[config.mk]
export PLATFORM = sky130hd
export DESIGN_NAME = aes_key_box
export DESIGN_NICKNAME = d
export VERILOG_FILES = /design/src/rtl/aes_pkg.sv /design/src/rtl/aes_sbox.sv /design/src/rtl/aes_key_box.sv
export SDC_FILE = /design/constraint.sdc
export NUM_CORES = 1
export LEC_CHECK = 0
export CAP_MARGIN = 20
export CORE_ASPECT_RATIO = 0.6
export CORE_MARGIN = 2
export CORE_UTILIZATION = 40
export DETAILED_ROUTE_END_ITERATION = 16
export DONT_BUFFER_PORTS = 1
export PLACE_DENSITY_LB_ADDON = 0.2
export SYNTH_ARGS = -nofsm -noshare
export SYNTH_HDL_FRONTEND = slang
export SYNTH_SLANG_ARGS = --single-unit
export TNS_END_PERCENT = 5
[constraint.sdc]
create_clock -name clk -period 27.7 [get_ports clk]
set_clock_uncertainty 0.15 [all_clocks]
set_input_delay 1.385 -clock clk [delete_from_list [all_inputs] [get_ports clk]]
set_output_delay 1.385 -clock clk [all_outputs]
set_load 0.02 [all_outputs]
[src/rtl/aes_pkg.sv]
// Shared definitions for the AES key-expansion datapath: key-size
// encodings, the key-box FSM states and the byte-index type.
package aes_pkg;

  localparam logic [1:0] MODE_128 = 2'b00;
  localparam logic [1:0] MODE_192 = 2'b01;
  localparam logic [1:0] MODE_256 = 2'b10;

  typedef enum logic {
    IDLE = 1'b0,
    SUB  = 1'b1
  } state_t;

  typedef logic [1:0] byte_idx_t;

  // RotWord is skipped only on the AES-256 odd half-steps; AES-192 and the
  // reserved encoding both behave like AES-128 and always rotate.
  function automatic logic rot_needed(input logic [1:0] mode, input logic rd_lsb);
    logic rot_v;
    case (mode)
      MODE_128: rot_v = 1'b1;
      MODE_192: rot_v = 1'b1;
      MODE_256: rot_v = ~rd_lsb;
      default:  rot_v = 1'b1;
    endcase
    return rot_v;
  endfunction

endpackage

[src/rtl/aes_sbox.sv]
// Combinational AES forward S-box: multiplicative inverse in GF(2^8)
// (x^254, which maps 0 to 0) followed by the FIPS-197 affine transform.
module aes_sbox (
  input  logic [7:0] din,
  output logic [7:0] dout
);

  // Multiply in GF(2^8) modulo x^8 + x^4 + x^3 + x + 1.
  function automatic logic [7:0] gf_mul(input logic [7:0] a, input logic [7:0] b);
    logic [7:0] p_v;
    logic [7:0] x_v;
    p_v = 8'h00;
    x_v = a;
    for (int i = 0; i < 8; i++) begin
      if (b[i]) p_v = p_v ^ x_v;
      else      p_v = p_v;
      if (x_v[7]) x_v = {x_v[6:0], 1'b0} ^ 8'h1b;
      else        x_v = {x_v[6:0], 1'b0};
    end
    return p_v;
  endfunction

  // Inverse as a^254 through a short square-and-multiply chain.
  function automatic logic [7:0] gf_inv(input logic [7:0] a);
    logic [7:0] x2_v, x3_v, x6_v, x12_v, x15_v, x30_v, x60_v, x120_v, x240_v, x252_v;
    x2_v   = gf_mul(a, a);
    x3_v   = gf_mul(x2_v, a);
    x6_v   = gf_mul(x3_v, x3_v);
    x12_v  = gf_mul(x6_v, x6_v);
    x15_v  = gf_mul(x12_v, x3_v);
    x30_v  = gf_mul(x15_v, x15_v);
    x60_v  = gf_mul(x30_v, x30_v);
    x120_v = gf_mul(x60_v, x60_v);
    x240_v = gf_mul(x120_v, x120_v);
    x252_v = gf_mul(x240_v, x12_v);
    return gf_mul(x252_v, x2_v);
  endfunction

  // Affine step: b ^ rotl1 ^ rotl2 ^ rotl3 ^ rotl4 ^ 0x63.
  function automatic logic [7:0] affine(input logic [7:0] b);
    return b ^ {b[6:0], b[7]} ^ {b[5:0], b[7:6]} ^ {b[4:0], b[7:5]}
             ^ {b[3:0], b[7:4]} ^ 8'h63;
  endfunction

  // Pure lookup, no state.
  always_comb begin
    dout = affine(gf_inv(din));
  end

endmodule

[src/rtl/aes_key_box.sv]
// Key-schedule word transformer: SubWord(RotWord(w)) or SubWord(w), using
// one shared S-box serially (one byte per cycle) behind start/valid.
// Rcon is applied downstream in aes_key_xor.
module aes_key_box
  import aes_pkg::*;
(
  input  logic        clk,
  input  logic        rst,
  input  logic        start,
  input  logic [1:0]  mode,
  input  logic [3:0]  RD,
  input  logic [31:0] word_in,
  output logic        busy,
  output logic        valid,
  output logic [31:0] keyBox_out
);

  state_t      state_r, state_s;
  byte_idx_t   idx_r, idx_s;
  logic [31:0] work_r, work_s;
  logic [31:0] res_r, res_s;
  logic [31:0] key_box_r, key_box_s;
  logic        valid_r, valid_s;
  logic        busy_r, busy_s;
  logic        rot_s;
  logic [7:0]  sbox_in_s;
  logic [7:0]  sbox_out_s;
  logic        unused_rd_s;

  // Only the round-index parity matters for the rotate decision.
  assign unused_rd_s = ^RD[3:1];

  // Byte 0 is the most significant byte (FIPS-197 order).
  function automatic logic [7:0] get_byte(input logic [31:0] w, input byte_idx_t i);
    logic [7:0] b_v;
    case (i)
      2'd0:    b_v = w[31:24];
      2'd1:    b_v = w[23:16];
      2'd2:    b_v = w[15:8];
      2'd3:    b_v = w[7:0];
      default: b_v = 8'h00;
    endcase
    return b_v;
  endfunction

  function automatic logic [31:0] put_byte(input logic [31:0] w, input byte_idx_t i,
                                           input logic [7:0] b);
    logic [31:0] r_v;
    r_v = w;
    case (i)
      2'd0:    r_v[31:24] = b;
      2'd1:    r_v[23:16] = b;
      2'd2:    r_v[15:8]  = b;
      2'd3:    r_v[7:0]   = b;
      default: r_v = w;
    endcase
    return r_v;
  endfunction

  aes_sbox u_sbox (
    .din  (sbox_in_s),
    .dout (sbox_out_s)
  );

  // Select the working byte for the shared S-box and compute the rotate flag.
  always_comb begin
    sbox_in_s = get_byte(work_r, idx_r);
    rot_s     = rot_needed(mode, RD[0]);
  end

  // Next-state and datapath updates; keyBox_out only moves on completion.
  always_comb begin
    state_s   = state_r;
    idx_s     = idx_r;
    work_s    = work_r;
    res_s     = res_r;
    key_box_s = key_box_r;
    valid_s   = 1'b0;
    busy_s    = busy_r;
    case (state_r)
      IDLE: begin
        if (start) begin
          work_s  = rot_s ? {word_in[23:0], word_in[31:24]} : word_in;
          idx_s   = 2'd0;
          busy_s  = 1'b1;
          state_s = SUB;
        end else begin
          busy_s  = 1'b0;
        end
      end
      SUB: begin
        res_s = put_byte(res_r, idx_r, sbox_out_s);
        if (idx_r == 2'd3) begin
          key_box_s = res_s;
          valid_s   = 1'b1;
          busy_s    = 1'b0;
          idx_s     = 2'd0;
          state_s   = IDLE;
        end else begin
          idx_s     = idx_r + 2'd1;
        end
      end
      default: begin
        state_s = IDLE;
        idx_s   = 2'd0;
        busy_s  = 1'b0;
      end
    endcase
  end

  // State and datapath registers with synchronous reset.
  always_ff @(posedge clk) begin
    if (rst) begin
      state_r   <= IDLE;
      idx_r     <= 2'd0;
      work_r    <= 32'h0000_0000;
      res_r     <= 32'h0000_0000;
      key_box_r <= 32'h0000_0000;
      valid_r   <= 1'b0;
      busy_r    <= 1'b0;
    end else begin
      state_r   <= state_s;
      idx_r     <= idx_s;
      work_r    <= work_s;
      res_r     <= res_s;
      key_box_r <= key_box_s;
      valid_r   <= valid_s;
      busy_r    <= busy_s;
    end
  end

  assign busy       = busy_r;
  assign valid      = valid_r;
  assign keyBox_out = key_box_r;

endmodule
==> summary.md, run 1 <==
| Metric | Value |
|---|---|
| Endpoint type of the worst setup path | `flop` |
| Netlist cell types | `99` |
| Vias in the first global route | `13.2k` |
| Number of synthesized flops with an enable pin | `0` |
| Die Width | `262 um` |
| CTS buffer count | `9` |
| CTS Sinks | `93` |
| Final HPWL DP | `roughly 33000 um` |
| Placed Area | `~17000 um^2` |
| Largest net degree at the start of global routing | `a little over 90` |
| Congestion Overflow GR | `0` |
| Resized Gates After CTS | `0` |
| CTS root buffer | `clkbuf_16` |
| Ant diodes | `0` |
| Final instance area | `~17000 um^2` |
| Ys async rst share | `0%` |
| Wirelength, routed | `between 40000 and 50000 um` |
| Max Freq | `approximately 0.041 GHz` |
| Status | `finished, final reports clean` |
| Critical path fanouts, max | `32` |
| Commonest non-fill, non-tap cell in the layout | `nor2_1` |
| Worst Path Arrival | `between 20000 and 25000 ps` |
| Worst path buffer plus inverter count | `10` |
| Post-Syn Area per Cell | `7.68 um^2` |
| Reg2reg start | `idx_r[0]` |
| Worst-path clk slew | `70 ps` |
| Endpoints failing hold | `0` |
| FP Rows | `56` |
| Rel. slew slack | `between 30% and 40%` |
| Period utilisation layout | `around 88%` |
| Synthesis-stage register bit count | `93` |
| HP Class | `reg -> reg` |
| CP Depth | `73` |
| DR vias/cell | `roughly 5.7` |
| Routability cong. | `0.878` |
| Worst skew pair latency | `around 350 ps` |
| Synth Warn # | `0` |
| Sequential share of the synthesized area | `a little under an eighth` |
| Die H | `159 um` |
| First-pass GRT wire length | `between 70000 and 80000 um` |
| DRC Markers | `0` |
| Main synth FF type | `dfxtp_1` |
| CP top delay family | `XOR/XNOR gates` |
| Highest-count cells in the layout ignoring fill and taps | `nor2_1 (284), xnor2_1 (283), nand2_1 (238)` |
| 1st-iter DRT viols | `roughly 1.4k` |
| CTS tree | `yes` |
| Cells after Synth | `a little over 2k` |
| Hold-fix buffers, CTS | `0` |
| Mapped Area | `approximately 16000 um^2` |
| WHS Endpoint | `res_r[15]` |
| R2R cell count | `73` |
| I/O Pins | `75` |
| WL per Instance | `17.6 um` |
| Routed via count | `14.7k` |
| CP max stage delay | `about 800 ps` |
| PortBufs | `0` |
| Core Footprint | `about 40000 um^2` |
| R2r endpoint | `keyBox_out[14]` |
| Maxcap violations | `0` |
| Fraction of layout cells with a size suffix above 1 | `between 10% and 20%` |
| Post-CTS Setup Bufs | `0` |
| Minimum clock period | `~24000 ps` |
| Hold Crit Start | `res_r[15]` |
| Initial antenna violation count | `0` |
| GRT Total Usage | `a little over a fifth` |
| Fin Setup TNS | `0 ps` |
| Most frequent CP cell | `xnor3_1` |
| CTS Buffer Depth | `2` |
| Critical path launch point type | `flop` |
| ANT nets after route | `0` |
| Worst Hold Depth | `2` |
| Worst Tran Pin Value | `roughly 1000 ps` |
| Setup Crit Path Kind | `reg -> reg` |
| Drt pass-1 iters | `5` |
| FF-to-FF setup slack | `3340 ps` |
| Net Count, Synth | `about 2.1k` |
| Slowest cell on the critical path | `a22o_1` |
| Fin. max-slew vios | `0` |
| H-tree depth | `3` |
| Syn-to-layout area delta | `6.21%` |
| Die ar. | `41600 um^2` |
| Starting density of the core | `about two fifths` |
| Final setup viols | `0` |
| Nets | `around 2.1k` |
| RSZ-0062 raised after global routing | `no` |
| Critical Path RT | `27790 ps` |
## kinds of logic (layout without fill, tap and decap cells)
kind of cell | count (synthesis) | count (layout) | synth area share [%]
simple gates | 720 | 720 | 19.8
xor+xnor | 491 | 491 | 36.5
compound gates | 485 | 485 | 20.3
buf+inv | 190 | 146 | 5.16
flops | 93 | 93 | 11.7
mux | 87 | 87 | 5.67
fa+ha+maj | 12 | 12 | 0.940
## worst reg2reg max path, delay by kind of cell (launching register included)
kind | cells | cell delay, ps
AOI/OAI and AO/OA | 16 | 4730
xor gates and xnor gates | 29 | 11460
adders and majority gates | 5 | 2120
buffers and inverters | 10 | 2580
DFF | 1 | 400
muxes | 3 | 510
and+or+nand+nor | 10 | 2300
## registers in the layout, indices dropped and copies added (netlist names)
name	flops
busy	1
work_r	32
idx_r	2
keyBox_out	32
valid	1
state_r	1
res_r	24
## routing by layer
layer | vias to the layer above | global-route usage [%] | part of all wire [%]
li1 | 7156 | - | -
met1 | 6991 | 34.2 | 51
met2 | 482 | 29.1 | 40
met3 | 21 | 4.36 | 7.9
met4 | 0 | 2.26 | 0.44
met5 | - | 0 | 0
## cells in the mapped netlist (10+ instances only)
| cell type | instances | area (um^2) |
|---|---|---|
| clkbuf_1 | 81 | 304 |
| xnor2_2 | 26 | 423 |
| buf_4 | 10 | 75.1 |
| o21ai_1 | 37 | 185 |
| nor2b_1 | 15 | 93.8 |
| xor2_2 | 12 | 195 |
| mux2i_1 | 72 | 721 |
| a21oi_1 | 130 | 651 |
| inv_1 | 32 | 120 |
| nand3_1 | 36 | 180 |
| a211oi_1 | 51 | 383 |
| and3_1 | 13 | 81.3 |
| o21ai_0 | 71 | 355 |
| xnor3_1 | 62 | 1400 |
| nor3_1 | 45 | 225 |
| dfxtp_1 | 93 | 1860 |
| buf_1 | 17 | 63.8 |
| nand2_1 | 238 | 893 |
| o22ai_1 | 20 | 125 |
| o211ai_1 | 18 | 135 |
| nor4_1 | 10 | 62.6 |
| buf_2 | 35 | 175 |
| a22oi_1 | 21 | 158 |
| ha_1 | 12 | 150 |
| and2_1 | 17 | 106 |
| nand2b_1 | 14 | 87.6 |
| xor2_1 | 79 | 692 |
| xnor2_1 | 288 | 2520 |
| nor2_1 | 284 | 1070 |
| xnor3_2 | 10 | 238 |
## metrics by stage
stage / util (%) / hold slack (ps) / instances / worst slack (ps)
after CTS: 43.2 / 304 / 2556 / 3540
final: 43.2 / 301 / 2556 / 3340
after global placement: 42.5 / 287 / 2539 / 3600
after detailed placement: 42.5 / 293 / 2540 / 3570
after floorplan: - / 286 / 2078 / 6720
after global routing: 43.2 / 315 / 2556 / 1550
## worst max path at each step
stage	from	endpoint
floorplan	idx_r[0]	keyBox_out[15]
global placement	idx_r[0]	keyBox_out[14]
detailed placement	idx_r[0]	keyBox_out[12]
CTS	idx_r[0]	keyBox_out[14]
global route	idx_r[0]	keyBox_out[16]
finish	idx_r[0]	keyBox_out[14]
## final cells by class
class / instances / area, um^2
clock buffer: 11 / 243
clock inverter: 5 / 41.3
fill: 4027 / 22300
inverter: 43 / 161
multi-input combinational: 1795 / 13300
sequential: 93 / 1860
tap: 522 / 653
timing repair buffer: 87 / 653
Power of run 1 is left out: the tool's default activity adds up to more than one toggle a clock period on the data nets, which glitch-free logic cannot reach.
==> run 2, diff against run 1 <==
clock period = 29.7 ns   (was 27.7 ns; I/O delays follow)
==> summary.md, run 2 (same netlist as run 1, synthesis figures left out) <==
| Metric | Value |
|---|---|
| Worst Tran Pin Value | `roughly 1000 ps` |
| Commonest non-fill, non-tap cell in the layout | `nor2_1` |
| Routed via count | `about 15k` |
| PortBufs | `0` |
| Endpoint type of the worst setup path | `flop` |
| Worst skew pair latency | `about 360 ps` |
| FF-to-FF setup slack | `about 5000 ps` |
| 1st-iter DRT viols | `~1.4k` |
| Max Freq | `0.0405 GHz` |
| CTS buffer count | `9` |
| Fraction of layout cells with a size suffix above 1 | `a little under a tenth` |
| CTS tree | `yes` |
| Wirelength, routed | `45100 um` |
| CTS root buffer | `clkbuf_16` |
| DRC Markers | `0` |
| Drt pass-1 iters | `6` |
| RSZ-0062 raised after global routing | `no` |
| HP Class | `reg -> reg` |
| Reg2reg start | `idx_r[1]` |
| Final HPWL DP | `32900 um` |
| Critical Path RT | `29850 ps` |
| Fin Setup TNS | `0 ps` |
| Slowest cell on the critical path | `xnor2_1` |
| Vias in the first global route | `13.3k` |
| Nets | `2047` |
| CP max stage delay | `roughly 770 ps` |
| Final Non-Filler Cells | `2520` |
| Fin. max-slew vios | `0` |
| Worst path buffer plus inverter count | `9` |
| Highest-count cells in the layout ignoring fill and taps | `nor2_1 (284), xnor2_1 (283), nand2_1 (238)` |
| Core Footprint | `39200 um^2` |
| I/O Pins | `75` |
| Critical path launch point type | `flop` |
| Final worst slack | `~5000 ps` |
| Die H | `159 um` |
| Status | `finished, final reports clean` |
| Largest net degree at the start of global routing | `just over 90` |
| Worst-path clk slew | `around 70 ps` |
| FP Rows | `between 50 and 60` |
| Maxcap violations | `0` |
| Die ar. | `a little over 40000 um^2` |
| Routability cong. | `about 0.9` |
| Ant diodes | `0` |
| Congestion Overflow GR | `0` |
| Hold-fix buffers, CTS | `0` |
| Minimum clock period | `roughly 25000 ps` |
| Fin util | `a little over two fifths` |
| Die Width | `between 200 and 300 um` |
| Starting density of the core | `between 40% and 50%` |
| Final setup viols | `0` |
| Placed insts | `approximately 2.5k` |
| Hold Crit Start | `res_r[25]` |
| R2R cell count | `a little over 70` |
| Period utilisation layout | `a little over 80%` |
| Critical path fanouts, max | `24` |
| H-tree depth | `3` |
| Fill count | `slightly below 4k` |
| First-pass GRT wire length | `a little over 70000 um` |
| Worst Path Arrival | `around 25000 ps` |
| CTS Sinks | `a little over 90` |
| WHS Endpoint | `res_r[25]` |
| Rel. slew slack | `a little under a third` |
| Most frequent CP cell | `xnor2_1` |
| CTS Buffer Depth | `2` |
| ANT nets after route | `0` |
| Initial antenna violation count | `0` |
| Resized Gates After CTS | `0` |
| Setup WS pre-CTS | `approximately 5300 ps` |
| Setup Crit Path Kind | `reg -> reg` |
| GRT Total Usage | `a little over a fifth` |
| WL per Instance | `17.9 um` |
| Syn-to-layout area delta | `4.78%` |
| DR vias/cell | `slightly below 6` |
| Worst Hold Depth | `2` |
| Post-CTS Setup Bufs | `0` |
| R2r endpoint | `keyBox_out[19]` |
| Endpoints failing hold | `0` |
| CP top delay family | `XOR/XNOR gates` |
-- run 2: per-layer routing --
| layer | global-route usage, % | wire length, um |
|---|---|---|
| met3 | 3.32 | 2980 |
| met4 | 2.34 | 212 |
| met1 | 34.7 | 23700 |
| met2 | 29.2 | 18300 |
| met5 | 0 | 0 |
-- run 2: how the worst max path moves through the flow --
stage,start,endpoint,slack [ps],depth (start not counted)
after global placement,idx_r[1],keyBox_out[19],5330,71
after detailed placement,idx_r[1],keyBox_out[11],5250,77
final,idx_r[1],keyBox_out[19],4990,72
after global routing,idx_r[1],keyBox_out[19],3150,78
after CTS,idx_r[1],keyBox_out[19],5180,77
after floorplan,idx_r[0],keyBox_out[15],8720,82
-- run 2: through the flow --
stage | area [um^2] | hold slack (ps)
after CTS | 16700 | 302
final | 16700 | 303
after global routing | 16700 | 314
after detailed placement | 16400 | 292
after global placement | 16400 | 286
after floorplan | 16000 | 286
-- run 2: worst register-to-register path, delay by kind of cell (launching register included) --
kind | cells | cell delay, ps
fa+ha+maj | 6 | 2820
flops | 1 | 350
compound gates | 16 | 4240
xor+xnor | 30 | 12990
simple gates | 9 | 1570
buf+inv | 9 | 2260
mux | 2 | 310
-- run 2: layout make-up --
cell class	instances	area (um^2)	area share, %
multi-input cells	1795	13300	79.8
flip-flops and latches	93	1860	11.1
well taps	522	653	3.90
repair buffers	52	390	2.33
clock buffers	9	225	1.35
inverters	43	161	0.965
clock inverters	6	93.8	0.561
Power of run 2 is left out for the same reason.
==> run 3, diff against run 2 <==
ABC_AREA = 1   (was unset)
clock period = 20.8 ns   (was 29.7 ns; I/O delays follow)
==> summary.md, run 3 <==
| Metric | Value |
|---|---|
| Initial antenna violation count | `0` |
| PortBufs | `0` |
| GRT Total Usage | `a little under a quarter` |
| Area of the multi-input gates | `18700 um^2` |
| Max Freq | `~0.053 GHz` |
| Share of the synthesized area in the top cell type | `approximately 28%` |
| Final Non-Filler Cells | `roughly 5.2k` |
| Drt pass-1 iters | `6` |
| Largest net degree at the start of global routing | `65` |
| R2R cell count | `around 140` |
| Mapped Area | `23700 um^2` |
| Sequential share of the synthesized area | `roughly 8%` |
| Die H | `193 um` |
| Ant diodes | `0` |
| Wirelength, routed | `~75000 um` |
| CTS buffer count | `9` |
| H-tree depth | `3` |
| Syn-to-layout area delta | `2.07%` |
| DRC Markers | `0` |
| Synth top cells by count | `nand2_1 (1760), nand3_1 (787), inv_1 (467)` |
| Vias in the first global route | `approximately 23k` |
| Routability cong. | `0.932` |
| CTS tree | `yes` |
| R2r endpoint | `keyBox_out[18]` |
| Cells after Synth | `~4.5k` |
| Hold Crit Start | `work_r[9]` |
| Fraction of layout cells with a size suffix above 1 | `19.1%` |
| Most common cell in the netlist | `nand2_1` |
| I/O Pins | `between 70 and 80` |
| Area leader, netlist | `nand2_1` |
| Synth Warn # | `0` |
| Critical path fanouts, max | `27` |
| Endpoints failing hold | `0` |
| 1st-iter DRT viols | `around 2.9k` |
| Status | `finished, final reports clean` |
| Netlist cell types | `between 40 and 50` |
| Congestion Overflow GR | `0` |
| Die ar. | `between 60000 and 70000 um^2` |
| Highest-count cells in the layout ignoring fill and taps | `nand2_1 (1757), nand3_1 (787), inv_1 (467)` |
| CP max stage delay | `~480 ps` |
| Period utilisation layout | `91.5%` |
| Setup Crit Path Kind | `reg -> reg` |
| RSZ-0062 raised after global routing | `no` |
| Commonest non-fill, non-tap cell in the layout | `nand2_1` |
| Core Footprint | `58900 um^2` |
| Final setup viols | `0` |
| Routed via count | `27.3k` |
| FF-to-FF setup slack | `between 1500 and 2000 ps` |
| Minimum clock period | `between 15000 and 20000 ps` |
| Synthesis-stage register bit count | `between 90 and 100` |
| Most frequent CP cell | `nand2_1` |
| Placed insts | `around 5.2k` |
| DR vias/cell | `5.21` |
| Maxcap violations | `0` |
| Fin Setup TNS | `0 ps` |
| Worst Hold Depth | `2` |
| FP Rows | `69` |
| CTS Buffer Depth | `2` |
| CP top delay family | `simple AND/OR/NAND/NOR gates` |
| Worst path buffer plus inverter count | `20` |
| Ranking of synthesized cells by area | `nand2_1 (28%), nand3_1 (17%), nand2_2 (11%), dfxtp_1 (7.8%), inv_1 (7.4%)` |
| Main synth FF type | `dfxtp_1` |
| CTS root buffer | `clkbuf_16` |
| Reg2reg start | `idx_r[0]` |
| Endpoint type of the worst setup path | `flop` |
| Post-Syn Area per Cell | `around 5.2 um^2` |
| Number of synthesized flops with an enable pin | `0` |
| Nets | `4497` |
| Final HPWL DP | `about 60000 um` |
| Critical Path RT | `approximately 21000 ps` |
| Critical path launch point type | `flop` |
| Slowest cell on the critical path | `ha_1` |
| Starting density of the core | `40.3%` |
| Fill count | `~6.5k` |
| Ys async rst share | `0%` |
| ANT nets after route | `0` |
| Worst-path clk slew | `roughly 70 ps` |
| Hold-fix buffers, CTS | `0` |
| CTS Sinks | `between 90 and 100` |
| WL per Instance | `~14 um` |
| Net Count, Synth | `~4.6k` |
| Worst Path Arrival | `19090 ps` |
| Worst Tran Pin Value | `879 ps` |
| Worst skew pair latency | `350 ps` |
| HP Class | `reg -> reg` |
| Rel. slew slack | `roughly two fifths` |
| Die Width | `318 um` |
| WHS Endpoint | `work_r[9]` |
| First-pass GRT wire length | `around 120000 um` |
| Fin. max-slew vios | `0` |
| Sequential Area | `around 1900 um^2` |
-- run 3: changes by cell type in the layout (fill, tap and decap cells not counted), sizes merged, moves of 29 or more --
cell    previous run  this run
inv               41       576
nand4              7        40
nor3              45         0
nor2             285       238
mux2i             75         0
xor2              94        31
xnor3             72         0
o21ai            109        80
a211oi            52         0
nand3             37       909
buf               52        15
xnor2            319        22
a21oi            132        53
nand2            238      2261
-- run 3: layer usage --
layer | global-route usage [%] | wire length, um | vias to the layer above
li1 | - | - | 14100
met4 | 1.17 | 160 | 0
met5 | 0 | 0 | -
met1 | 40.9 | 41300 | 12100
met2 | 30.3 | 25800 | 1004
met3 | 3.83 | 7570 | 15
-- run 3: final cells by class --
class	count	area share, %
Multi-Input combinational cell	3739	77.3
Inverter	586	9.28
Sequential cell	93	7.69
Tap cell	781	4.04
Clock buffer	10	0.987
Timing Repair Buffer	15	0.465
Clock inverter	6	0.264
-- run 3: cell families after synthesis --
| family | synth area share [%] |
|---|---|
| AND/OR/NAND/NOR | 71.7 |
| buffers and inverters | 13.5 |
| AO/OA/AOI/OAI | 4.38 |
| flip-flops | 7.85 |
| XOR/XNOR | 1.96 |
| adder cells (fa/ha/maj) | 0.633 |
-- run 3: stage by stage --
stage                     area, um^2  setup slack (ps)  utilization [%]  hold WS [ps]
final                          24200              1780             41.1           355
after global routing           24200              8.62             41.1           368
after CTS                      24100              1440             41.0           354
after detailed placement       23800              1520             40.5           332
after global placement         23800              1620             40.5           334
after floorplan                23700              5530                -           316
-- run 3: worst max path at each step --
stage / from / depth (start not counted) / to / slack, ps
2_1_floorplan: idx_r[0] / 149 / res_r[14] / 5530
3_3_place_gp: idx_r[1] / 140 / keyBox_out[14] / 1620
3_5_place_dp: idx_r[1] / 139 / keyBox_out[18] / 1520
4_1_cts: idx_r[1] / 141 / keyBox_out[18] / 1440
5_1_grt: idx_r[0] / 143 / res_r[30] / 9
6_report: idx_r[0] / 137 / keyBox_out[18] / 1780
-- run 3: repair_timing --
item,in CTS,in global routing
endpoints found under the setup margin,0,56
setup buffers,0,3
resized for setup,0,12
-- run 3: worst min-delay path: cells and delay by family (launching register included) --
kind | cells | cell delay (ps)
AOI/OAI and AO/OA | 1 | 90
DFF | 1 | 330
buffers and inverters | 1 | 60
Power of run 3 is left out for the same reason.
